==> config.mk <==
export PLATFORM = sky130hd
export DESIGN_NAME = hrmpp_strip_alloc_ctrl
export DESIGN_NICKNAME = d
export VERILOG_FILES = /design/src/rtl/hrmpp_strip_alloc_ctrl.sv
export SDC_FILE = /design/constraint.sdc
export NUM_CORES = 1
export LEC_CHECK = 0
export CAP_MARGIN = 10
export CORE_ASPECT_RATIO = 1.2
export CORE_MARGIN = 4
export CORE_UTILIZATION = 55
export CTS_CLUSTER_SIZE = 12
export DETAILED_ROUTE_END_ITERATION = 6
export PLACE_DENSITY = 0.72
export SKIP_CTS_REPAIR_TIMING = 1
export SLEW_MARGIN = 20
export SYNTH_ARGS = -nofsm -noshare
export SYNTH_HDL_FRONTEND = slang
export SYNTH_SLANG_ARGS = --single-unit
export TNS_END_PERCENT = 50
==> constraint.sdc <==
create_clock -name clk -period 5.7 [get_ports clk]
set_input_delay 1.14 -clock clk [delete_from_list [all_inputs] [get_ports clk]]
set_output_delay 1.14 -clock clk [all_outputs]
set_load 0.005 [all_outputs]
==> src/rtl/hrmpp_strip_alloc_ctrl.sv <==
// HRMPP placement controller: first-fit search over a strip table, opening a new strip
// when nothing fits, and returning strip ID / (x, y) origin / strike count over valid/ready.
module hrmpp_strip_alloc_ctrl #(
  parameter int unsigned NUM_STRIPS = 14,
  parameter int unsigned MAX_WIDTH  = 128,
  parameter int unsigned MAX_HEIGHT = 128
) (
  input  logic       clk,
  input  logic       rstn,
  input  logic       flush_in,
  input  logic       req_valid,
  output logic       req_ready,
  input  logic [4:0] height_in,
  input  logic [4:0] width_in,
  output logic       out_valid,
  input  logic       out_ready,
  output logic       placed_out,
  output logic [3:0] strip_id_out,
  output logic [7:0] occ_width_out,
  output logic [7:0] index_x_out,
  output logic [7:0] index_y_out,
  output logic [3:0] strike_out
);

  localparam int unsigned IDX_W = 4;
  localparam int unsigned CNT_W = 5;
  localparam int unsigned DIM_W = 5;
  localparam int unsigned POS_W = 8;
  localparam int unsigned CMP_W = POS_W + 1;

  typedef enum logic [2:0] {
    IDLE   = 3'd0,
    SCAN   = 3'd1,
    OPEN   = 3'd2,
    PLACE  = 3'd3,
    REJECT = 3'd4,
    OUT    = 3'd5
  } state_t;

  state_t state, state_d;

  logic [DIM_W-1:0] h_q, w_q;
  logic [IDX_W-1:0] idx;
  logic [CNT_W-1:0] open_cnt;
  logic [POS_W-1:0] y_top;
  logic [DIM_W-1:0] strip_h   [NUM_STRIPS];
  logic [POS_W-1:0] strip_occ [NUM_STRIPS];
  logic [POS_W-1:0] strip_y   [NUM_STRIPS];

  logic accept_c, fit_c, last_c, can_open_c;
  logic [IDX_W-1:0] new_idx_c;

  // Candidate-strip evaluation; widths are compared at 9 bits so a full strip never wraps.
  always_comb begin
    accept_c   = (state == IDLE) && !flush_in && req_valid;
    new_idx_c  = open_cnt[IDX_W-1:0];
    fit_c      = ({1'b0, idx} < open_cnt) &&
                 (h_q <= strip_h[idx]) &&
                 (({1'b0, strip_occ[idx]} + CMP_W'(w_q)) <= CMP_W'(MAX_WIDTH));
    last_c     = (open_cnt == '0) || ({1'b0, idx} == (open_cnt - CNT_W'(1)));
    can_open_c = (open_cnt < CNT_W'(NUM_STRIPS)) &&
                 (({1'b0, y_top} + CMP_W'(h_q)) <= CMP_W'(MAX_HEIGHT));
  end

  always_comb begin
    state_d = state;
    case (state)
      IDLE: begin
        if (accept_c) begin
          if ((height_in == '0) || (width_in == '0)) state_d = REJECT;
          else                                       state_d = SCAN;
        end
      end
      SCAN: begin
        if (fit_c)       state_d = PLACE;
        else if (last_c) state_d = OPEN;
      end
      OPEN:   state_d = can_open_c ? PLACE : REJECT;
      PLACE:  state_d = OUT;
      REJECT: state_d = OUT;
      OUT:    if (out_ready) state_d = IDLE;
      default: state_d = IDLE;
    endcase
  end

  always_ff @(posedge clk) begin
    if (!rstn) begin
      state         <= IDLE;
      req_ready     <= 1'b1;
      out_valid     <= 1'b0;
      placed_out    <= 1'b0;
      strip_id_out  <= '0;
      occ_width_out <= '0;
      index_x_out   <= '0;
      index_y_out   <= '0;
      strike_out    <= '0;
      h_q           <= '0;
      w_q           <= '0;
      idx           <= '0;
      open_cnt      <= '0;
      y_top         <= '0;
      for (int unsigned i = 0; i < NUM_STRIPS; i++) begin
        strip_h[i]   <= '0;
        strip_occ[i] <= '0;
        strip_y[i]   <= '0;
      end
    end else begin
      state     <= state_d;
      req_ready <= (state_d == IDLE);
      out_valid <= (state_d == OUT);
      case (state)
        IDLE: begin
          if (flush_in) begin
            open_cnt   <= '0;
            y_top      <= '0;
            strike_out <= '0;
            for (int unsigned i = 0; i < NUM_STRIPS; i++) begin
              strip_h[i]   <= '0;
              strip_occ[i] <= '0;
              strip_y[i]   <= '0;
            end
          end else if (accept_c) begin
            h_q <= height_in;
            w_q <= width_in;
            idx <= '0;
          end
        end
        SCAN: if (!fit_c && !last_c) idx <= idx + IDX_W'(1);
        OPEN: begin
          if (can_open_c) begin
            strip_h[new_idx_c] <= h_q;
            strip_y[new_idx_c] <= y_top;
            y_top              <= y_top + POS_W'(h_q);
            open_cnt           <= open_cnt + CNT_W'(1);
            idx                <= new_idx_c;
          end
        end
        PLACE: begin
          placed_out     <= 1'b1;
          strip_id_out   <= idx;
          index_x_out    <= strip_occ[idx];
          index_y_out    <= strip_y[idx];
          occ_width_out  <= strip_occ[idx] + POS_W'(w_q);
          strip_occ[idx] <= strip_occ[idx] + POS_W'(w_q);
        end
        REJECT: begin
          placed_out    <= 1'b0;
          strip_id_out  <= '0;
          index_x_out   <= '0;
          index_y_out   <= '0;
          occ_width_out <= '0;
          if (strike_out != 4'hF) strike_out <= strike_out + 4'd1;
        end
        default: ;
      endcase
    end
  end

endmodule

Word level (Yosys, flattened, before mapping)
Memory sizes are Yosys's and may differ from the RTL's. A register that Yosys moved wholly into a read port is not among the register bits. Cells that the tools add are included. Widths: inputs -> output; s select.

Bits in latches: 0. Bits in read-only memories: 0. Input bits: 15. Register bits after elaboration: 65. Logic and storage cells: 210. RAM bits: 294. Output and inout port bits: 35. Memories: 3.

Memories: strip_occ (words 14, width 8, read ports 1, clocked after Yosys merged registers in 1, wr ports 14, line 47) `logic [POS_W-1:0] strip_occ [NUM_STRIPS];`; strip_y (words 14, width 8, read ports 1, clocked after Yosys merged registers in 1, wr ports 14, line 48) `logic [POS_W-1:0] strip_y [NUM_STRIPS];`; strip_h (words 14, width 5, read ports 1, clocked after Yosys merged registers in 1, wr ports 14, line 46) `logic [DIM_W-1:0] strip_h [NUM_STRIPS];`.

Bitwise operators: 43. Magnitude comparators: 5. Div/mod/pow operators: 0. Add/subtract/negate cells: 8. Multipliers: 0. Shifts and indexed selects: 0. Reduce and logical (&&, ||, !) cells: 28. Eq/ne operators: 14. Muxes and demuxes: 95.

Operator list (number): $mux 8 (32); $mux 5 (17); $pmux 8 s2 (4); $mux 4 (15); $or 1x1->1 (42); $add 8x5->9 (2); $le 9x8->1 const B (2); $mux 3 (6); $add 8x5->8 (2); $pmux 4 s2 (2); $reduce_or 8->1 (2); $logic_not 5->1 (3); $mux 1 (15); $pmux 3 s5 (1); $ne 2x2->1 const B (6); $pmux 4 s3 (1); $pmux 5 s2 (1); $eq 3x3->1 const B (3); $reduce_and 3->1 (3); $add 4x1->4 const B (2); $eq 3x2->1 const B (2); $logic_and 1x1->1 (6); $logic_not 3->1 (2); $reduce_bool 2->1 (3); 16 further kinds (19).

Longest topological paths before layout
Gate-level depths: netlist of run 1.

Depth after elaboration: 9. Gate-level depth with buffers: 17. Depth with buffers taken out: 14.

Worst setup path before layout of run 1
Ideal clock, no wire load.

Path kind: register to register. From: register (tool-made name). To: register (tool-made name). Path slack: 0.686 ns. Data required time: 5.620 ns. Library setup time: 0.080 ns. Stages on the path, launching flop included: 18. Arrival time: 4.934 ns. Clock period less this slack: 5.014 ns. Buffers on the path: 3. Path through: dfxtp_1 -> clkbuf_1 -> buf_1 -> buf_1 -> mux4_2 -> mux4_2 -> ha_1 -> inv_1 -> fa_1 -> nor2b_1 -> o21a_1 -> or4b_2 -> a211oi_1 -> o21ai_0 -> o221ai_1 -> o2111ai_1 -> o21ai_1 -> mux2i_1.

==> results.cfg, run 1 <==
[sta]
min_period_over_period = 0.841
slew_violations = 0
totalNegativeSetupSlack_ns = 0
relSlewSlack = 0.337
min_period_ns = 4.79
rsz0062_at_grt = false
tightest_slew_ns = 0.991
finalSetupViolCount = 0
hold_viol = 0
fin_skew_ns = 0.0289
fmax_mhz = 209

[grt]
grt_pass1_vias = 11329
grt_max_degree = 55
grt-ovfl-total = 0
grt.total_usage = 0.249
grt_antenna_before_repair = 0
grt_first_pass_wirelength_um = 69000

[detailed_routing]
vias = 11025
routed_wl_um = 44600
remaining_drc_errors = 0
wl_per_cell_um = 24.3
final_antenna_net_count = 0
viasPerCell = 5.99
drtPass1Iterations = 5
drtIter0Drc = 1207

[run]
maxCapViolCount = 0

[cells_and_area]
layout-area-overhead-vs-synth_pct = 12.5
instances_no_fill = 1840
fin_nets = 1405
diodes = 0
drive_gt1_frac = 0.165
final_util = 0.627

[placed_design]
place_inst = 1765
dp_hpwl_um = 30000
port_buffers = 49
gp_congestion = 0.898

[worst_hold_path]
holdCritPathClass = flop to flop

[clock_network]
clk_pin_slew_ns = 0.06
clockRootBuffer = clkbuf_16
htreeDepth = 2
cts.sinks = 405
cts_tree = built
clk_latency_ns = 0.56
clock_path_buffers = 3
numCtsBuffers = 42

[logic_synthesis]
async_flop_share = 0
ys_ff_latch = 405
synth_warnings = 0
syn_area_sq_um = 18500
synth_edf_count = 336
postSynthCellCount = 1319
ys_seq_area_frac = 0.620
syn_area_per_cell_sq_um = 14.0
yosys_most_used_dff = edfxtp_1
syn-num-nets = 1365
ys_types = 60

[floorplan]
row_count = 73
core_sq_um = 33200
dieWidth_um = 175
start_util = 0.558
die_y_um = 209
io_pins = 50
dieArea_sq_um = 36600

[outcome]
status = complete, no violations

[worst_setup_path]
crit_path_end_kind = flop
crit_chain = ha_1 > fa_1 > a21o_1 > a21o_1 > xor2_1 > a2111oi_2 > nand4b_1 > a2111oi_4 > buf_4 > nand3_4 > nor3_2 > nand2b_1
rrSetupSlack_ns = 0.91
cp.required_ns = 5.89
cp_slowest_stage_delay_ns = 0.58
arrival_ns = 4.98
worstSetupPathType = flop to flop
crit_slowest_cell = nand2b_1
start_kind = flop
critical_path.max_fanout = 25
crit_path_frequent_cell = a21o_1

[power_and_ir_drop]
p_total_uw = 6590
leakagePower_uw = 0.00748
power_density_nw_per_um2 = 317
ir_worst_vdd_mv = 0.245
## where the power goes
part | internal [uW] | leakage, uW | total, uW | switching (uW)
clock | 1500 | 0.000622 | 2610 | 1110
sequential | 3410 | 0.00419 | 3480 | 75.6
combinational | 177 | 0.00267 | 501 | 324
## per-layer routing
layer,vias up,part of all wire,track usage
li1,4946,-,-
met1,5551,0.37,0.316
met2,434,0.53,0.440
met3,94,0.058,0.0320
met4,0,0.038,0.0938
met5,-,0,0
## final timing paths
kind / startpoint / endpoint / depth (start not counted)
worst max-delay path: y_top[0]$_SDFFE_PN0P_ / strip_y[4][4]$_SDFFCE_PN0P_ / 12
worst min-delay path: occ_width_out[4]$_SDFFE_PN0P_ / occ_width_out[4]$_SDFFE_PN0P_ / 2
worst max register to register: y_top[0]$_SDFFE_PN0P_ / strip_y[4][4]$_SDFFCE_PN0P_ / 12
worst min register to register: occ_width_out[4]$_SDFFE_PN0P_ / occ_width_out[4]$_SDFFE_PN0P_ / 2
## kinds of logic after synthesis
logic type                 Yosys count  share of synthesized area
adders and majority gates           31                     0.0218
xor gates and xnor gates            18                    0.00852
DFF                                405                      0.620
AOI/OAI and AO/OA                  123                     0.0466
muxes                              112                      0.130
and+or+nand+nor                    507                      0.146
buffers and inverters              123                     0.0265
## synthesized netlist by cell type (all sizes together) (2+ instances only)
master / instances / share of area
edfxtp: 336 / 0.55
and2: 178 / 0.060
nor2: 138 / 0.028
mux4: 103 / 0.13
nand2: 87 / 0.018
dfxtp: 69 / 0.075
clkbuf: 63 / 0.013
o21ai: 37 / 0.010
buf: 32 / 0.0078
ha: 29 / 0.020
inv: 27 / 0.0055
nand3: 23 / 0.0089
a22o: 18 / 0.0085
nand2b: 17 / 0.0058
nor3: 16 / 0.0076
a21boi: 15 / 0.0061
a21oi: 15 / 0.0043
nor4: 12 / 0.0041
xnor2: 10 / 0.0047
nor2b: 9 / 0.0030
mux2i: 8 / 0.0043
xor2: 8 / 0.0038
nand4: 6 / 0.0020
a21o: 5 / 0.0020
o21a: 5 / 0.0020
a31oi: 4 / 0.0014
nand3b: 4 / 0.0016
o211a: 4 / 0.0022
or3: 4 / 0.0014
or4b: 4 / 0.0022
a41oi: 3 / 0.0014
o22ai: 3 / 0.0010
o31ai: 3 / 0.0012
a2111oi: 2 / 0.0023
a211oi: 2 / 0.00081
and3: 2 / 0.00068
fa: 2 / 0.0022
or2: 2 / 0.00068
or4: 2 / 0.00081
## cells in the final DEF, fill, tap and decap left out, types with 19 or more instances in the layout
cell type and n:
dfxtp_1 66, ha_1 29, mux4_2 103, clkdlybuf4s50_1 49
clkbuf_16 43, inv_1 26, o21ai_0 34, nor2_1 138
nand3_1 19, buf_4 41, and2_1 177, nand2_1 87
edfxtp_1 336
## cell type report
cell class | count | area (sq um)
Clock buffer | 62 | 1160
Clock inverter | 13 | 130
Fill cell | 2471 | 12400
Inverter | 28 | 105
Multi-Input combinational cell | 791 | 6550
Sequential cell | 405 | 11500
Tap cell | 450 | 563
Timing Repair Buffer | 91 | 818
## registers in the layout (all words and copies together), names as in the netlist, 3 cells and up, named ones only
name	count
w_q	5
strip_y	128
h_q	5
occ_width_out	8
open_cnt	5
idx	4
strip_occ	128
state	3
y_top	8
index_y_out	8
index_x_out	8
strike_out	4
strip_id_out	4
strip_h	80
## per-stage QoR
step                cell area (sq um)  worst slack (ns)  hold slack [ns]
floorplan                       18500             0.686            0.425
global placement                19500              1.06            0.442
detailed placement              19500             0.902            0.442
CTS                             20800             0.891            0.454
global route                    20800             0.508            0.486
finish                          20800             0.907            0.459
## worst max-delay path: cells and delay by family (launching register included)
family          cells  cell delay [ns]
fa+ha+maj           2             0.71
flops               1             0.49
buf+inv             1             0.38
compound gates      4             1.11
xor+xnor            1             0.16
simple gates        4             1.58
(Power assumes the default switching activity.)
==> inputs of run 2 (changes only) <==
==> constraint.sdc (replaced) <==
create_clock -name clk -period 4.9 [get_ports clk]
set_input_delay 0.98 -clock clk [delete_from_list [all_inputs] [get_ports clk]]
set_output_delay 0.98 -clock clk [all_outputs]
set_load 0.005 [all_outputs]
==> results.cfg, run 2 (synthesis gave the netlist of run 1 again) <==
[grt]
grt_first_pass_wirelength_um = 67000
grt_pass1_vias = 11368
grt_antenna_before_repair = 0
grt-ovfl-total = 0
grt.total_usage = 0.240
grt_max_degree = 43

[worst_setup_path]
crit_path_end_kind = flop
critical_path.max_fanout = 17
worstSetupPathType = flop to flop
reg2reg_depth = 14
rrSetupSlack_ns = 0.23
arrival_ns = 5.13
start_kind = flop
cp.required_ns = 5.36

[power_and_ir_drop]
leakagePower_uw = 0.00757
power_density_nw_per_um2 = 362
ir_worst_vdd_mv = 0.305

[floorplan]
start_util = 0.558
core_sq_um = 33200
dieArea_sq_um = 36600
die_y_um = 209
io_pins = 50
dieWidth_um = 175
row_count = 73

[detailed_routing]
viasPerCell = 5.93
final_antenna_net_count = 0
drtIter0Drc = 1011
drtPass1Iterations = 5
remaining_drc_errors = 0
routed_wl_um = 43500
vias = 11040
wl_per_cell_um = 23.4

[sta]
setup_ws_ns = 0.228
finalSetupViolCount = 0
tightest_slew_ns = 0.953
fmax_mhz = 214
min_period_ns = 4.67
rsz0062_at_grt = false
hold_viol = 0
min_period_over_period = 0.954
slew_violations = 0
totalNegativeSetupSlack_ns = 0
relSlewSlack = 0.364
fin_skew_ns = 0.0166

[cells_and_area]
layout_commonest_cell = edfxtp_1
fin_nets = 1429
diodes = 0
top_regs = strip_occ: 128 flops, strip_y: 128 flops, strip_h: 80 flops
multi_input_area_sq_um = 6540
fill_cells = 2481
layout-area-overhead-vs-synth_pct = 13.0
layout_common_cells = edfxtp_1, and2_1, nor2_1
seqCellArea_sq_um = 11500
drive_gt1_frac = 0.176

[placed_design]
gp_congestion = 0.907
port_buffers = 49
place_ws_ns = 0.198
dp_hpwl_um = 29800

[clock_network]
numCtsBuffers = 42
clockRootBuffer = clkbuf_16
clk_pin_slew_ns = 0.06
clk_latency_ns = 0.55
clock_path_buffers = 3
cts.sinks = 405
cts_tree = built
htreeDepth = 2

[outcome]
status = complete, no violations

[worst_hold_path]
hold_depth = 2
holdCritPathClass = flop to flop

[run]
maxCapViolCount = 0
## run 2: changes by cell type in the layout (fill, tap and decap cells not counted), sizes merged
cell,change
buf,+24
clkinv,-3
bufinv,-2
inv,+2
## run 2: worst paths after layout
kind                                   endpoint                     startpoint
setup / recovery                           flop                           flop
hold / removal    occ_width_out[3]$_SDFFE_PN0P_  occ_width_out[3]$_SDFFE_PN0P_
setup reg to reg                           flop                           flop
hold reg to reg   occ_width_out[3]$_SDFFE_PN0P_  occ_width_out[3]$_SDFFE_PN0P_
## run 2: layer usage
| layer | GRT usage | vias to the layer above | part of all wire |
|---|---|---|---|
| met4 | 0.110 | 0 | 0.051 |
| met1 | 0.300 | 5483 | 0.38 |
| li1 | - | 4995 | - |
| met5 | 0 | - | 0 |
| met2 | 0.418 | 446 | 0.52 |
| met3 | 0.0335 | 116 | 0.056 |
## run 2: report_power, final
part	internal, uW	total [uW]	switching (uW)
Sequential	3960	4030	76.0
Clock	1640	2920	1280
Combinational	226	611	385
Total	5830	7570	1740
## run 2: area by class of cell
cell class / count / share of cell area
flip-flops and latches: 405 / 0.549
multi-input cells: 791 / 0.313
clock buffers: 62 / 0.0559
repair buffers: 115 / 0.0472
well taps: 450 / 0.0269
inverters: 28 / 0.00503
clock inverters: 10 / 0.00240
## run 2: worst max-delay path, stage by stage, from the launching register on
cell and delay (ns):
dfxtp_4 0.56, buf_4 0.23, mux4_2 0.55, mux4_2 0.49, inv_1 0.12, fa_1 0.22, nor2b_1 0.06, o21a_1 0.19
or4b_2 0.61, a211oi_1 0.28, o21ai_0 0.11, o221ai_1 0.11, o2111ai_1 0.29, o21ai_1 0.49, mux2i_1 0.27
## run 2: per-stage QoR
step                hold slack, ns  power (uW)  instance area [sq um]  utilization  instances
CTS                          0.458        7610                  20900        0.630       1861
global route                 0.493        7810                  20900        0.630       1861
global placement             0.437        4700                  19700        0.593       1789
detailed placement           0.447        4720                  19700        0.593       1789
floorplan                    0.425        4450                  18500            -       1319
finish                       0.454        7570                  20900        0.630       1861
==> inputs of run 3 (changes only) <==
==> constraint.sdc (replaced) <==
create_clock -name clk -period 5.2 [get_ports clk]
set_input_delay 1.04 -clock clk [delete_from_list [all_inputs] [get_ports clk]]
set_output_delay 1.04 -clock clk [all_outputs]
set_load 0.05 [all_outputs]
==> results.cfg, run 3 (synthesis gave the netlist of run 1 again) <==
[power_and_ir_drop]
leakagePower_uw = 0.00756
ir_worst_vdd_mv = 0.287
p_clk_frac = 0.399
switching_share = 0.229
power_density_nw_per_um2 = 349
p_sw_uw = 1670
power.share.combinational = 0.079
seqPwrFrac = 0.522
internal-power_uw = 5620

[floorplan]
row_count = 73
dieWidth_um = 175
start_util = 0.558
dieArea_sq_um = 36600
die_y_um = 209
io_pins = 50
core_sq_um = 33200

[cells_and_area]
top_regs = strip_occ: 128 flops, strip_y: 128 flops, strip_h: 80 flops
instances_no_fill = 1854
final_area_sq_um = 20900
final_util = 0.631
multi_input_area_sq_um = 6540
diodes = 0
seqCellArea_sq_um = 11500
layout_common_cells = edfxtp_1, and2_1, nor2_1
drive_gt1_frac = 0.174
layout-area-overhead-vs-synth_pct = 13.1
layout_commonest_cell = edfxtp_1
fill_cells = 2405
fin_nets = 1417

[worst_hold_path]
hp-start = occ_width_out[5]$_SDFFE_PN0P_
holdCritPathClass = flop to flop
min_to = occ_width_out[5]$_SDFFE_PN0P_
hold_depth = 2

[worst_setup_path]
arrival_ns = 5.20
cp.required_ns = 5.65
crit_path_end_kind = flop
critical_path.max_fanout = 26
reg2reg_depth = 14
worstSetupPathType = flop to flop
rrSetupSlack_ns = 0.45
start_kind = flop

[placed_design]
place_ws_ns = 0.452
port_buffers = 49
dp_hpwl_um = 29900
gp_congestion = 0.917
placed_area_sq_um = 19600
place_inst = 1776

[detailed_routing]
vias = 11099
wl_met1_um = 16800
wl_per_cell_um = 24.0
drtIter0Drc = 967
viasPerCell = 5.99
routed_wl_um = 44500
drtPass1Iterations = 6
routed.top_layer = met4
dr_wl_met2_um = 22900
remaining_drc_errors = 0
wl_met3_um = 2450
final_antenna_net_count = 0

[clock_network]
numCtsBuffers = 43
clockRootBuffer = clkbuf_16
clk_latency_ns = 0.55
clock_path_buffers = 3
clk_pin_slew_ns = 0.06
htreeDepth = 2
cts.sinks = 405
cts_tree = built

[grt]
grt_antenna_before_repair = 0
grt_pass1_vias = 11479
grt-ovfl-total = 0
grt.total_usage = 0.245
grt_first_pass_wirelength_um = 68500
grt_max_degree = 53

[sta]
slew_violations = 0
hold_viol = 0
min_period_over_period = 0.914
finalSetupViolCount = 0
setup_ws_ns = 0.449
fmax_mhz = 210
min_period_ns = 4.75
rsz0062_at_grt = false
tightest_slew_ns = 0.961
totalNegativeSetupSlack_ns = 0
fin_skew_ns = 0.0216
relSlewSlack = 0.358

[outcome]
status = complete, no violations

[run]
maxCapViolCount = 0
-- run 3: power by group through the flow --
stage	clock (uW)	combinational, uW	sequential (uW)
global route	3060	621	3820
global placement	0	568	3870
detailed placement	0	578	3870
finish	2910	580	3810
CTS	2940	580	3810
floorplan	0	365	3840
-- run 3: cell type report --
| class | instances | area share |
|---|---|---|
| Clock buffer | 68 | 0.0593 |
| Clock inverter | 10 | 0.00413 |
| Inverter | 28 | 0.00502 |
| Multi-Input combinational cell | 791 | 0.313 |
| Sequential cell | 405 | 0.549 |
| Tap cell | 450 | 0.0269 |
| Timing Repair Buffer | 102 | 0.0431 |
-- run 3: how the worst max path moves through the flow --
| stage | start | to | cells past startpoint |
|---|---|---|---|
| 2_1_floorplan | flop | flop | 17 |
| 3_3_place_gp | flop | flop | 14 |
| 3_5_place_dp | flop | flop | 14 |
| 4_1_cts | flop | flop | 14 |
| 5_1_grt | flop | idx[3]$_SDFFE_PN0P_ | 14 |
| 6_report | flop | flop | 14 |
-- run 3: critical path, stage by stage (launching register included) --
cell and delay [ns]:
dfxtp_4 0.71, mux4_2 0.59, mux4_2 0.52, ha_1 0.21, inv_1 0.07, fa_1 0.20, nor2b_1 0.05, o21a_1 0.19
or4b_2 0.62, a211oi_1 0.26, o21ai_0 0.10, o221ai_1 0.13, o2111ai_1 0.28, o21ai_1 0.44, mux2i_1 0.27
-- run 3: per-layer routing --
layer | global-route usage | up-vias
met5 | 0 | -
met1 | 0.304 | 5579
li1 | - | 4962
met2 | 0.424 | 436
met3 | 0.0394 | 122
met4 | 0.116 | 0
-- run 3: metrics by stage --
step,hold slack [ns],total power (uW)
after floorplan,0.425,4200
after global placement,0.438,4430
after detailed placement,0.447,4450
after CTS,0.465,7330
after global routing,0.490,7510
final,0.465,7290
